$ cat src/rtl/ascensor_n_pisos.sv
// rtl/ascensor_n_pisos.sv - single-car SCAN elevator controller
//
// Latches floor calls into a pending bitmap and serves them with a SCAN
// policy: keep moving while calls lie ahead, then reverse. Produces travel
// and door timing and reports floor, direction and door status.
//
// Ports:
//   clk              system clock, all logic on the rising edge
//   rst              synchronous active-high reset
//   call_req         floor-call bitmap, bit i requests floor i (pulse or level)
//   piso             current floor (registered)
//   direccion        01 up, 10 down, 00 stopped (registered)
//   puertas_abiertas high while doors are open (registered)
//   pendientes       pending-call bitmap (registered)
//   ocupado          high in any state other than IDLE (registered)
module ascensor_n_pisos #(
  parameter int NUM_FLOORS    = 4,
  parameter int FLOOR_W       = 2,
  parameter int TRAVEL_CYCLES = 50000000,
  parameter int DOOR_CYCLES   = 100000000
) (
  input  logic                  clk,
  input  logic                  rst,
  input  logic [NUM_FLOORS-1:0] call_req,
  output logic [FLOOR_W-1:0]    piso,
  output logic [1:0]            direccion,
  output logic                  puertas_abiertas,
  output logic [NUM_FLOORS-1:0] pendientes,
  output logic                  ocupado
);

  typedef enum logic [1:0] {
    IDLE      = 2'd0,
    MOVING    = 2'd1,
    ARRIVE    = 2'd2,
    DOOR_OPEN = 2'd3
  } state_t;

  state_t state, next_state;

  // dir_up is both the travel direction and the remembered last direction
  // used to break ties when calls lie on both sides in IDLE.
  logic dir_up, next_dir_up;

  logic [31:0] travel_cnt;
  logic [31:0] door_cnt;

  logic ahead_up, ahead_dn, here;
  logic [NUM_FLOORS-1:0] clear_mask;

  always_comb begin
    ahead_up = 1'b0;
    ahead_dn = 1'b0;
    for (int i = 0; i < NUM_FLOORS; i++) begin
      if (pendientes[i] && (i > int'(piso))) ahead_up = 1'b1;
      if (pendientes[i] && (i < int'(piso))) ahead_dn = 1'b1;
    end
    here = pendientes[piso];
  end

  always_comb begin
    next_state  = state;
    next_dir_up = dir_up;
    case (state)
      IDLE: begin
        if (here) begin
          next_state = DOOR_OPEN;
        end else if (ahead_up && ahead_dn) begin
          next_state = MOVING;
        end else if (ahead_up) begin
          next_state  = MOVING;
          next_dir_up = 1'b1;
        end else if (ahead_dn) begin
          next_state  = MOVING;
          next_dir_up = 1'b0;
        end
      end
      MOVING: begin
        if (travel_cnt == 32'(TRAVEL_CYCLES - 1)) next_state = ARRIVE;
      end
      ARRIVE: begin
        if (here)                                next_state = DOOR_OPEN;
        else if (dir_up ? ahead_up : ahead_dn)   next_state = MOVING;
        else                                     next_state = IDLE;
      end
      DOOR_OPEN: begin
        // A call for this floor holds the doors even on the last count.
        if (!call_req[piso] && door_cnt == 32'(DOOR_CYCLES - 1)) next_state = IDLE;
      end
      default: next_state = IDLE;
    endcase
  end

  // Current-floor bit is cleared on entry to and throughout DOOR_OPEN, so a
  // same-floor call while the doors are open is absorbed.
  always_comb begin
    clear_mask = '0;
    if (state == DOOR_OPEN || next_state == DOOR_OPEN) clear_mask[piso] = 1'b1;
  end

  always_ff @(posedge clk) begin
    if (rst) begin
      state            <= IDLE;
      dir_up           <= 1'b1;
      piso             <= '0;
      direccion        <= 2'b00;
      puertas_abiertas <= 1'b0;
      pendientes       <= '0;
      ocupado          <= 1'b0;
      travel_cnt       <= '0;
      door_cnt         <= '0;
    end else begin
      state      <= next_state;
      dir_up     <= next_dir_up;
      pendientes <= (pendientes | call_req) & ~clear_mask;

      if (state == MOVING && next_state == MOVING) travel_cnt <= travel_cnt + 32'd1;
      else                                         travel_cnt <= '0;

      if (state == MOVING && next_state == ARRIVE)
        piso <= dir_up ? piso + FLOOR_W'(1) : piso - FLOOR_W'(1);

      if (state == DOOR_OPEN && next_state == DOOR_OPEN)
        door_cnt <= call_req[piso] ? '0 : door_cnt + 32'd1;
      else
        door_cnt <= '0;

      if (next_state == MOVING || next_state == ARRIVE)
        direccion <= next_dir_up ? 2'b01 : 2'b10;
      else
        direccion <= 2'b00;

      puertas_abiertas <= (next_state == DOOR_OPEN);
      ocupado          <= (next_state != IDLE);
    end
  end

endmodule

$ cat config.mk
export PLATFORM = sky130hd
export DESIGN_NAME = ascensor_n_pisos
export DESIGN_NICKNAME = d
export VERILOG_FILES = /design/src/rtl/ascensor_n_pisos.sv
export SDC_FILE = /design/constraint.sdc
export NUM_CORES = 1
export LEC_CHECK = 0
export CAP_MARGIN = 0
export CORE_UTILIZATION = 60
export CTS_CLUSTER_DIAMETER = 150
export DETAILED_ROUTE_END_ITERATION = 8
export PLACE_DENSITY_LB_ADDON = 0.15
export SLEW_MARGIN = 20
export SYNTH_ARGS = -nofsm -noshare
export SYNTH_HDL_FRONTEND = slang
export SYNTH_SLANG_ARGS = --single-unit
$ cat constraint.sdc
create_clock -name clk -period 4 [get_ports clk]
set_clock_uncertainty 0.1 [all_clocks]
set_input_delay 0.8 -clock clk [delete_from_list [all_inputs] [get_ports clk]]
set_output_delay 0.8 -clock clk [all_outputs]
set_load 0.005 [all_outputs]
==> results.json <==
{
  "drt-initial-drc-count": 85,
  "postCtsSetupRepairBufs": 0,
  "synth_top_family_by_area": "simple AND/OR/NAND/NOR gates",
  "die_y_microns": 80.5,
  "utilization": 0.694,
  "synth_compound_area_frac": 0.0389,
  "place.gp.congestion": 0.892,
  "syn_inst": 408,
  "groute.usage.overall": 0.230,
  "vias_per_cell": 5.48,
  "worstSetupPathType": "primary input to flop",
  "cp-end-kind": "flop",
  "hp-start": "door_cnt[0]",
  "maxSlewHeadroom": 0.588,
  "cts_buffer_depth": 2,
  "cts_resized": 0,
  "start_util": 0.625,
  "synthArstFlopShare": 0,
  "synth.cell_area_sq_mm": 0.00370,
  "fin_crit_ns": 3.40,
  "timing.rr.end": "door_cnt[7]",
  "powerDensity_mw_per_mm2": 359,
  "leakagePower_nw": 1.42,
  "hpwl_microns": 4590,
  "grt_pass1_vias": 2605,
  "io_pins": 16,
  "ys.flop_type": "dfxtp_1",
  "holdPathStages": 1,
  "yosysWarnings": 0,
  "area_delta_synth_final_pct": 11.1,
  "whs_ns": 0.376,
  "tightest_slew_ns": 0.609,
  "syn_nets": 426,
  "grt_pass1_wl_microns": 11500,
  "drc_errors": 0,
  "core_area_sq_mm": 0.00592,
  "wl_met2_microns": 3200,
  "clk_pin_slew_ns": 0.07,
  "cts_root_buffer": "clkbuf_8",
  "numPortBuffers": 15,
  "nNetsFinal": 442,
  "final_cell_mix": "77 x dfxtp_1, 74 x nor2_1, 42 x xor2_1, 26 x nand3_1, 24 x nand4_1",
  "wl_per_cell_microns": 13.3,
  "synth_area_leader_cell": "dfxtp_1",
  "p_seq_frac": 0.538,
  "wl_met1_microns": 3260,
  "slew_violations": 0,
  "cts_tree": "yes",
  "switchingPower_mw": 0.352,
  "ant_nets": 0,
  "overflow": 0,
  "synth.area.mux_share": 0.0122,
  "grt_max_degree": 33,
  "worst-r2r-setup-slack_ns": 0.74,
  "drive_gt1_frac": 0.0746,
  "netSwitchingFraction": 0.239,
  "n_antenna_cell": 0,
  "hold_path.class": "flop to flop",
  "postSynthAreaPerCell_sq_um": 9.07,
  "dr.pass1.iters": 4,
  "final_common_cell": "dfxtp_1",
  "yosysTopAreaCellShare": 0.416,
  "die_area_sq_mm": 0.00649,
  "ys_ff_latch": 77,
  "status": "finished clean",
  "finalSetupViolCount": 0,
  "cp_max_fo": 32,
  "synth_area_leaders": "dfxtp_1 42%, xor2_1 9.9%, nor2_1 7.5%",
  "fmax_ghz": 0.294,
  "clock_sinks": 77,
  "wirelength_microns": 6720,
  "cts_max_level": 3,
  "fin_setup_tns_ns": 0,
  "hold_viol": 0,
  "hold_path_end": "door_cnt[0]",
  "synth_simple_gate_area_frac": 0.322,
  "rsz0062_at_grt": "false",
  "n_fill_cell": 481,
  "power.total_mw": 1.47,
  "grt_antenna_before_repair": 0,
  "route.vias.total": 2764,
  "die_w_microns": 80.5,
  "ys_seq_area_frac": 0.416,
  "cts_buffers": 9,
  "yosysUniqueCellTypes": 50,
  "p_comb_frac": 0.077,
  "p_int_mw": 1.12,
  "clkPwrFrac": 0.385,
  "synth_edf_count": 0,
  "crit_arrival_ns": 3.54,
  "crit_path_start_kind": "primary input",
  "cts_hold_buf": 0,
  "synth_adder_area_share": 0.0406,
  "critPathRequiredTime_ns": 4.14,
  "met3_length_microns": 188,
  "reg2reg_from": "piso[0]",
  "reg2reg_depth": 12,
  "max-vdd-ir-drop_mv": 0.293,
  "clock_latency_ns": 0.35,
  "highest_layer": "met4",
  "rows": 28,
  "startpoint": "call_req[3]",
  "fin_crit_sh": 0.850,
  "drv_cap": 0,
  "synth_xor_area_frac": 0.142
}
==> registers in the layout, summed over array words and instances, names as in the netlist <==
name              cells
direccion             2
travel_cnt           32
piso                  2
dir_up                1
door_cnt             32
pendientes            4
puertas_abiertas      1
state                 2
ocupado               1
==> worst max-delay path by stage <==
stage / endpoint / cells after the start
finish: door_cnt[7] / 11
global route: door_cnt[18] / 11
detailed placement: door_cnt[7] / 11
global placement: door_cnt[12] / 11
floorplan: door_cnt[13] / 13
CTS: door_cnt[5] / 11
==> power groups by stage <==
stage                     logic, mW  registers, mW  clock network [mW]
after floorplan              0.0677          0.809                   0
after global placement        0.110          0.810                   0
after detailed placement      0.114          0.810                   0
after CTS                     0.115          0.792               0.583
after global routing          0.125          0.794               0.612
final                         0.114          0.792               0.568
==> cell families after synthesis <==
logic type | Yosys count
and+or+nand+nor | 214
buffers and inverters | 25
xor gates and xnor gates | 60
adders and majority gates | 12
DFF | 77
AOI/OAI and AO/OA | 18
muxes | 2
==> area by class of cell <==
class                           count  area, sq um  share of cell area
Clock buffer                       10          128              0.0311
Clock inverter                      6         63.8              0.0155
Inverter                           13         48.8              0.0119
Multi-Input combinational cell    306         2060               0.500
Sequential cell                    77         1540               0.375
Tap cell                           75         93.8              0.0228
Timing Repair Buffer               17          178              0.0432
==> routing by layer <==
layer  track usage  vias to the layer above
met2         0.381                       24
met4        0.0982                        0
met5             0                        -
met3        0.0523                        6
li1              -                     1451
met1         0.286                     1283
==> cells in the mapped netlist (3+ instances only) <==
cell type  number
dfxtp_1        77
a211oi_1        5
and3_1         13
nand3_1        26
nand4_1        24
and4_1          7
nor4b_1         3
clkbuf_1        9
nor4_4          3
ha_1           12
nand2_1        20
xor2_1         42
xnor2_1        18
and2_1          5
nor4_1          6
a21oi_1         4
nor2_1         74
inv_1          13
nor3_1          9
==> worst max-delay path, cell delays in order <==
cell and delay (ns):
clkdlybuf4s50_1 0.42, mux4_2 0.51, nor4_1 0.32, a31oi_1 0.17
a221oi_2 0.33, inv_1 0.12, ha_1 0.23, nor2b_1 0.14
or3b_1 0.23, buf_12 0.19, nor2_1 0.07
==> per-stage QoR <==
| stage | instance area (sq um) | instances | setup WS, ns |
|---|---|---|---|
| floorplan | 3700 | 408 | 0.769 |
| global placement | 3920 | 488 | 0.417 |
| detailed placement | 3920 | 488 | 0.267 |
| CTS | 4110 | 504 | 0.624 |
| global route | 4110 | 504 | 0.464 |
| finish | 4110 | 504 | 0.600 |
Note: power is estimated with default switching activity, not from simulation.
